==> src/rtl/timer_sched_pkg.sv <==
// timer_sched_pkg: register map, CTRL bit positions and shared helpers for
// the multi-channel deadline scheduler (timer_sched).
package timer_sched_pkg;

  // Per-channel register word offsets, selected by adr[3:2]
  localparam logic [1:0] REG_DL_LO  = 2'd0;
  localparam logic [1:0] REG_DL_HI  = 2'd1;
  localparam logic [1:0] REG_PERIOD = 2'd2;
  localparam logic [1:0] REG_CTRL   = 2'd3;

  // Global register word offsets, selected by adr[6:2] when adr[7]=1
  localparam logic [4:0] G_STATUS = 5'd0;
  localparam logic [4:0] G_SCAN   = 5'd1;

  // CTRL register bit positions
  localparam int CTRL_ARM = 0;
  localparam int CTRL_IE  = 1;

  typedef logic [63:0] deadline_t;

  // Width of the channel index; a single channel still needs one bit
  function automatic int idx_width(input int n);
    return (n > 1) ? $clog2(n) : 1;
  endfunction

endpackage

==> src/rtl/timer_sched_scan.sv <==
// timer_sched_scan: round-robin channel pointer and the single shared 64-bit
// deadline comparator. With TIMER_SCHED_PERIODIC_EN defined it also forms
// the reload value (old deadline + period) for the channel under test.
module timer_sched_scan
  import timer_sched_pkg::*;
#(
  parameter int NCH  = 4,
  parameter int IDXW = idx_width(NCH)
) (
  input  logic            wb_clk,
  input  logic            wb_rst,
  input  logic [63:0]     mtime,
  input  deadline_t       deadline [NCH],
  input  logic [NCH-1:0]  armed,
`ifdef TIMER_SCHED_PERIODIC_EN
  input  logic [31:0]     period [NCH],
  output logic            reload_en,
  output deadline_t       reload,
`endif
  output logic [IDXW-1:0] idx,
  output logic            hit,
  output logic [IDXW-1:0] hit_idx
);

  localparam logic [IDXW-1:0] LAST_IDX = IDXW'(NCH - 1);

  // Advance the scan pointer every cycle, wrapping after the last channel
  always_ff @(posedge wb_clk or posedge wb_rst) begin
    if (wb_rst) begin
      idx <= '0;
    end else if (idx == LAST_IDX) begin
      idx <= '0;
    end else begin
      idx <= idx + IDXW'(1);
    end
  end

  // Shared unsigned comparator against the channel currently pointed at
  always_comb begin
    hit = armed[idx] && (mtime >= deadline[idx]);
  end

  assign hit_idx = idx;

`ifdef TIMER_SCHED_PERIODIC_EN
  // Reload from the old deadline (not mtime) so periodic channels never drift
  always_comb begin
    reload_en = (period[idx] != 32'd0);
    reload    = deadline[idx] + {32'b0, period[idx]};
  end
`endif

endmodule

==> src/rtl/timer_sched.sv <==
// timer_sched: NCH-channel deadline scheduler on top of the 64-bit mtime
// counter. Bus decode, per-channel deadline/ctrl registers, pending flags
// and registered interrupt outputs. The comparator lives in timer_sched_scan.
// Optional feature macro: TIMER_SCHED_PERIODIC_EN (periodic auto-reload via
// the PERIOD register; when undefined every channel is one-shot).
module timer_sched
  import timer_sched_pkg::*;
#(
  parameter int NCH = 4
) (
  input  logic           wb_clk,
  input  logic           wb_rst,
  input  logic [63:0]    mtime,
  input  logic [31:0]    wb_dbus_dat,
  input  logic [31:0]    wb_dbus_adr,
  input  logic           wb_dbus_we,
  input  logic           cyc,
  output logic [31:0]    rdt,
  output logic           irq,
  output logic [NCH-1:0] ch_irq
);

  localparam int IDXW = idx_width(NCH);

  deadline_t       deadline [NCH];
  logic [31:0]     temp_lo;
  logic [NCH-1:0]  armed;
  logic [NCH-1:0]  ie;
  logic [NCH-1:0]  pending;

`ifdef TIMER_SCHED_PERIODIC_EN
  logic [31:0]     period [NCH];
  logic            reload_en;
  deadline_t       reload;
  logic [NCH-1:0]  per_wr;
`endif

  logic [IDXW-1:0] idx;
  logic [IDXW-1:0] hit_idx;
  logic            hit;

  // Address fields; only adr[7:2] take part in decode
  logic [2:0]      ch;
  logic [1:0]      word;
  logic [4:0]      gword;
  logic            glob;
  logic            ch_ok;
  logic            bus_wr;
  logic            bus_rd;
  logic            unused_adr;

  assign ch         = wb_dbus_adr[6:4];
  assign word       = wb_dbus_adr[3:2];
  assign gword      = wb_dbus_adr[6:2];
  assign glob       = wb_dbus_adr[7];
  assign ch_ok      = ({1'b0, ch} < 4'(NCH));
  assign bus_wr     = cyc & wb_dbus_we;
  assign bus_rd     = cyc & ~wb_dbus_we;
  assign unused_adr = ^{wb_dbus_adr[31:8], wb_dbus_adr[1:0]};

  logic            lo_wr;
  logic            w1c_wr;
  logic [NCH-1:0]  dlhi_wr;
  logic [NCH-1:0]  ctrl_wr;
  logic [NCH-1:0]  take_hit;

  assign lo_wr  = bus_wr && !glob && ch_ok && (word == REG_DL_LO);
  assign w1c_wr = bus_wr && glob && (gword == G_STATUS);

  timer_sched_scan #(
    .NCH  (NCH),
    .IDXW (IDXW)
  ) u_scan (
    .wb_clk    (wb_clk),
    .wb_rst    (wb_rst),
    .mtime     (mtime),
    .deadline  (deadline),
    .armed     (armed),
`ifdef TIMER_SCHED_PERIODIC_EN
    .period    (period),
    .reload_en (reload_en),
    .reload    (reload),
`endif
    .idx       (idx),
    .hit       (hit),
    .hit_idx   (hit_idx)
  );

  // Per-channel write strobes; a DL_HI or CTRL write to the scanned channel
  // discards that cycle's hit so software always sees its own update
  always_comb begin
    dlhi_wr  = '0;
    ctrl_wr  = '0;
    take_hit = '0;
`ifdef TIMER_SCHED_PERIODIC_EN
    per_wr   = '0;
`endif
    for (int i = 0; i < NCH; i++) begin
      if (bus_wr && !glob && (ch == 3'(i))) begin
        dlhi_wr[i] = (word == REG_DL_HI);
        ctrl_wr[i] = (word == REG_CTRL);
`ifdef TIMER_SCHED_PERIODIC_EN
        per_wr[i]  = (word == REG_PERIOD);
`endif
      end
      take_hit[i] = hit && (hit_idx == IDXW'(i)) && !dlhi_wr[i] && !ctrl_wr[i];
    end
  end

  // Deadline, arm/enable and pending state; a hit beats a same-cycle W1C
  always_ff @(posedge wb_clk or posedge wb_rst) begin
    if (wb_rst) begin
      for (int i = 0; i < NCH; i++) begin
        deadline[i] <= '0;
      end
      temp_lo <= '0;
      armed   <= '0;
      ie      <= '0;
      pending <= '0;
    end else begin
      if (lo_wr) begin
        temp_lo <= wb_dbus_dat;
      end
      for (int i = 0; i < NCH; i++) begin
        if (dlhi_wr[i]) begin
          deadline[i] <= {wb_dbus_dat, temp_lo};
        end
        if (ctrl_wr[i]) begin
          armed[i] <= wb_dbus_dat[CTRL_ARM];
          ie[i]    <= wb_dbus_dat[CTRL_IE];
        end
        if (take_hit[i]) begin
          pending[i] <= 1'b1;
`ifdef TIMER_SCHED_PERIODIC_EN
          if (reload_en) begin
            deadline[i] <= reload;
          end else begin
            armed[i] <= 1'b0;
          end
`else
          armed[i] <= 1'b0;
`endif
        end else if (w1c_wr && wb_dbus_dat[i]) begin
          pending[i] <= 1'b0;
        end
      end
    end
  end

`ifdef TIMER_SCHED_PERIODIC_EN
  // Period registers, written only through the channel's PERIOD word
  always_ff @(posedge wb_clk or posedge wb_rst) begin
    if (wb_rst) begin
      for (int i = 0; i < NCH; i++) begin
        period[i] <= '0;
      end
    end else begin
      for (int i = 0; i < NCH; i++) begin
        if (per_wr[i]) begin
          period[i] <= wb_dbus_dat;
        end
      end
    end
  end
`endif

  // Registered interrupts, one cycle behind the pending flags
  always_ff @(posedge wb_clk or posedge wb_rst) begin
    if (wb_rst) begin
      ch_irq <= '0;
      irq    <= 1'b0;
    end else begin
      ch_irq <= pending & ie;
      irq    <= |(pending & ie);
    end
  end

  // Read mux; zero whenever the access is not a read or hits nothing mapped
  always_comb begin
    rdt = '0;
    if (bus_rd) begin
      if (glob) begin
        if (gword == G_STATUS) begin
          rdt[NCH-1:0] = pending;
        end else if (gword == G_SCAN) begin
          rdt[IDXW-1:0] = idx;
        end
      end else begin
        for (int i = 0; i < NCH; i++) begin
          if (ch == 3'(i)) begin
            case (word)
              REG_DL_LO: rdt = deadline[i][31:0];
              REG_DL_HI: rdt = deadline[i][63:32];
`ifdef TIMER_SCHED_PERIODIC_EN
              REG_PERIOD: rdt = period[i];
`endif
              REG_CTRL: begin
                rdt[CTRL_ARM] = armed[i];
                rdt[CTRL_IE]  = ie[i];
              end
              default: rdt = '0;
            endcase
          end
        end
      end
    end
  end

endmodule
==> config.mk <==
export PLATFORM = sky130hd
export DESIGN_NAME = timer_sched
export DESIGN_NICKNAME = d
export VERILOG_FILES = /design/src/rtl/timer_sched_pkg.sv /design/src/rtl/timer_sched_scan.sv /design/src/rtl/timer_sched.sv
export SDC_FILE = /design/constraint.sdc
export NUM_CORES = 1
export LEC_CHECK = 0
export BUFFER_PORTS_ARGS = -buffer_cell sky130_fd_sc_hd__buf_2
export CAP_MARGIN = 20
export CORE_UTILIZATION = 25
export CTS_CLUSTER_SIZE = 25
export DETAILED_ROUTE_END_ITERATION = 16
export SLEW_MARGIN = 20
export SYNTH_ARGS = -nofsm -noshare
export SYNTH_HDL_FRONTEND = slang
export SYNTH_SLANG_ARGS = --single-unit
==> constraint.sdc <==
create_clock -name wb_clk -period 25.9 [get_ports wb_clk]
set_input_delay 5.18 -clock wb_clk [delete_from_list [all_inputs] [get_ports wb_clk]]
set_output_delay 5.18 -clock wb_clk [all_outputs]
set_load 0.1 [all_outputs]
==> results.cfg <==
[floorplanning]
dieHeight_um = 262
chipWidth_um = 262
die_area_sq_mm = 0.0686
core_sq_mm = 0.0663
num_rows = 94
design.portCount = 169
initial_core_util = 0.255

[global_route]
met2_usage_in_global_routing = 0.246
grt_pass1_wl_um = 77800
met3_usage = 0.0258
grt_start_max_net_pins = 102
grt.busiest_layer = met2
met1_usage = 0.202
grt-ovfl-total = 0
grt_util_all_layers = 0.151
via_count_of_the_first_global_routing_pass = 12500
grt_antenna_before_repair = 3

[setup_path]
r2r_start = u_scan.hit_idx[0]
critPathKind = primary input to output pin
crit_top_cell = buf_2
regToRegSetupSlack_ps = 21030
cpPeakStageDelay_ps = 830
critical_path_buf_inv_count = 3
critPathRequiredTime_ps = 20720
worst_path_dominant_cell_family = simple AND/OR/NAND/NOR gates
endpoint_kind = output pin
worstReg2RegEnd = armed[1]
slowest_cell_on_crit_path = nand2b_1
worst-endpoint-arrival_ps = 8310
r2r.worst_path.cells = 10
critPathLaunchType = primary input
worstPathMaxFanout = 16
timing.critical_path.cells = buf_2 > nand3b_1 > nand2b_1 > buf_4 > nor2_1 > a211oi_1 > a21oi_1 > buf_2

[sta]
final-hold-violation-count = 0
hold-worst-slack_ps = 517
slew_violations = 0
unrepaired_setup_endpoints_after_global_routing = false
worstMarginPinSlew_ps = 1160
layout_worst_path_cycle_share = 0.521
post-route-min-period_ps = 13490
clock.fmax_ghz = 0.0741
final-setup-viol-count = 0
slew_limit_headroom = 0.228
finClkSkew_ps = 20.5
tns_ps = 0

[synthesis]
synth_seq_area_share = 0.455
post-synth-top-area-cell = dfrtp_1
synth-edff-count = 0
synth_fp_nets = 1529
syn-mean-instance-area_sq_um = 12.7
synth_flop_cell = dfrtp_1
synthesis.yosys.warnings = 0
synthCells = 1329
yosys.area_share.simple = 0.0474
synth_area_sq_mm = 0.0169
synth_top_family_by_area = multiplexers
synth_xor_xnor_area_share = 0
yosys.area_share.adder = 0.0503
top_area_cell_type_share_of_the_netlist_area = 0.455
postSynth.asyncResetShare = 1.00
yosys.cell_types.count = 48
synth-seq-cells = 307
mux_cell_area_share_after_synthesis = 0.334
synth_area_in_compound_gates = 0.0695
synth_area_leaders = dfrtp_1 45%, mux2_2 18%, mux4_2 8.9%, mux2i_1 5.6%, ha_1 5.0%

[layout]
layout.cells.most_common = dfrtp_1
synthToLayoutAreaGrowth_pct = 16.9
nets = 1657
seqCellArea_sq_mm = 0.00769
final_core_utilization = 0.298
layout.cells.most_common_list = 305 x dfrtp_1, 271 x mux2_2, 141 x buf_2
fillCellCount = 6824
multiInputGateArea_sq_mm = 0.00850
finish.cell_count_without_fillers = 2347
post_route_cells_drive_above_1_share = 0.389

[drt]
wl_per_cell_um = 21.7
remaining_drc_errors = 0
viasPerCell = 4.96
violation_count_after_the_first_detailed_routing_iteration = 958
vias = 11600
finalWirelength_um = 51000
antenna_violating_nets_post_route = 0
drt_pass1_iterations = 5

[hold_path]
min_path_type = register to register
worstHoldEndpoint = deadline[169]
holdCritStartpoint = deadline[169]
worst_hold_path.num_cells = 1

[job]
max_cap_viol_count = 0

[clock_tree]
cts-resized-gates = 0
tritoncts_num_sinks = 307
cts_made_buffers = 37
longest_clk_path_bufs = 3
cts_tree = yes
cts_max_level = 2
cts_post_setup_buffers_inserted = 0
clock_latency_ps = 560
hold_buffers = 0
cts.clk_slew.worst_paths_ps = 60
clk_root_buffer_cell = clkbuf_16

[power_and_ir_drop]
p_leak_nw = 8.93
power.density_mw_per_mm2 = 62.1
vdd_ir_drop_max_mv = 0.0337

[status]
status = complete, no violations

[placed_design]
placed_cells_incl_taps = 2282
io_buffers = 142
final_weighted_congestion_of_routability_driven_global_placement = 0.823
post_detail_place_hpwl_um = 32600
==> synthesized netlist by cell type, types with 3 or more instances <==
master / count
dfrtp_1: 307
nor2_1: 46
mux4_2: 67
o211ai_1: 5
a22oi_1: 3
mux2i_1: 94
clkbuf_1: 30
a21oi_1: 55
o21a_1: 5
o21ai_0: 39
o22ai_1: 28
o221ai_1: 3
inv_1: 76
or3_1: 3
nand3_1: 11
buf_6: 18
nand4_1: 12
nor3_1: 5
buf_1: 6
mux2_1: 13
a221oi_1: 4
buf_2: 22
mux2_2: 271
nor4_1: 3
ha_1: 68
nand2b_1: 7
and2_1: 4
a211oi_1: 34
nand2_1: 64
==> cell type report <==
| class | count | area share |
|---|---|---|
| Tap cell | 864 | 0.0547 |
| Timing Repair Buffer | 166 | 0.0468 |
| Clock buffer | 51 | 0.0536 |
| Multi-Input combinational cell | 868 | 0.430 |
| Sequential cell | 307 | 0.389 |
| Antenna cell | 1 | 0.000127 |
| Clock inverter | 13 | 0.0101 |
| Inverter | 77 | 0.0150 |
==> flip-flops by register name (all words and copies together) (netlist names) <==
register        cells
deadline          256
temp_lo            32
armed               4
ch_irq              4
ie                  4
pending             4
u_scan.hit_idx      2
irq                 1
==> power breakdown <==
part / switching (mW) / internal, mW
clock network: 0.214 / 0.327
registers: 0.0328 / 0.518
logic: 0.0711 / 0.0647
==> cell families after synthesis <==
family,count (synthesis)
simple gates,167
buf+inv,154
compound gates,188
fa+ha+maj,68
flops,307
mux,445
==> worst register-to-register path, delay by kind of cell (launching register included) <==
family / cells / cell delay, ps
AOI/OAI and AO/OA: 4 / 1230
DFF: 1 / 930
and+or+nand+nor: 2 / 880
buffers and inverters: 2 / 870
muxes: 1 / 670
adders and majority gates: 1 / 170
==> per-stage QoR <==
stage / setup WS [ps] / instance area, sq um / power (mW)
after floorplan: 12150 / 16900 / 0.645
after global placement: 12390 / 18500 / 0.689
after detailed placement: 12420 / 18500 / 0.696
after CTS: 12420 / 19700 / 1.25
after global routing: 12320 / 19800 / 1.28
final: 12410 / 19800 / 1.23
==> routing by layer <==
layer | vias to the layer above | part of all wire
li1 | 5195 | -
met3 | 84 | 0.049
met2 | 304 | 0.47
met5 | - | 0.00016
met1 | 6062 | 0.45
met4 | 2 | 0.028
==> worst max path at each step <==
stage / start / cells past startpoint / slack (ps) / end
after detailed placement: wb_dbus_adr[4] / 8 / 12420 / rdt[31]
final: wb_dbus_adr[4] / 8 / 12410 / rdt[31]
after CTS: wb_dbus_adr[4] / 8 / 12420 / rdt[31]
after global routing: wb_dbus_adr[6] / 8 / 12320 / rdt[31]
after floorplan: wb_dbus_adr[3] / 6 / 12150 / rdt[2]
after global placement: wb_dbus_adr[2] / 7 / 12390 / rdt[31]
Power figures use the tool's default switching activity.
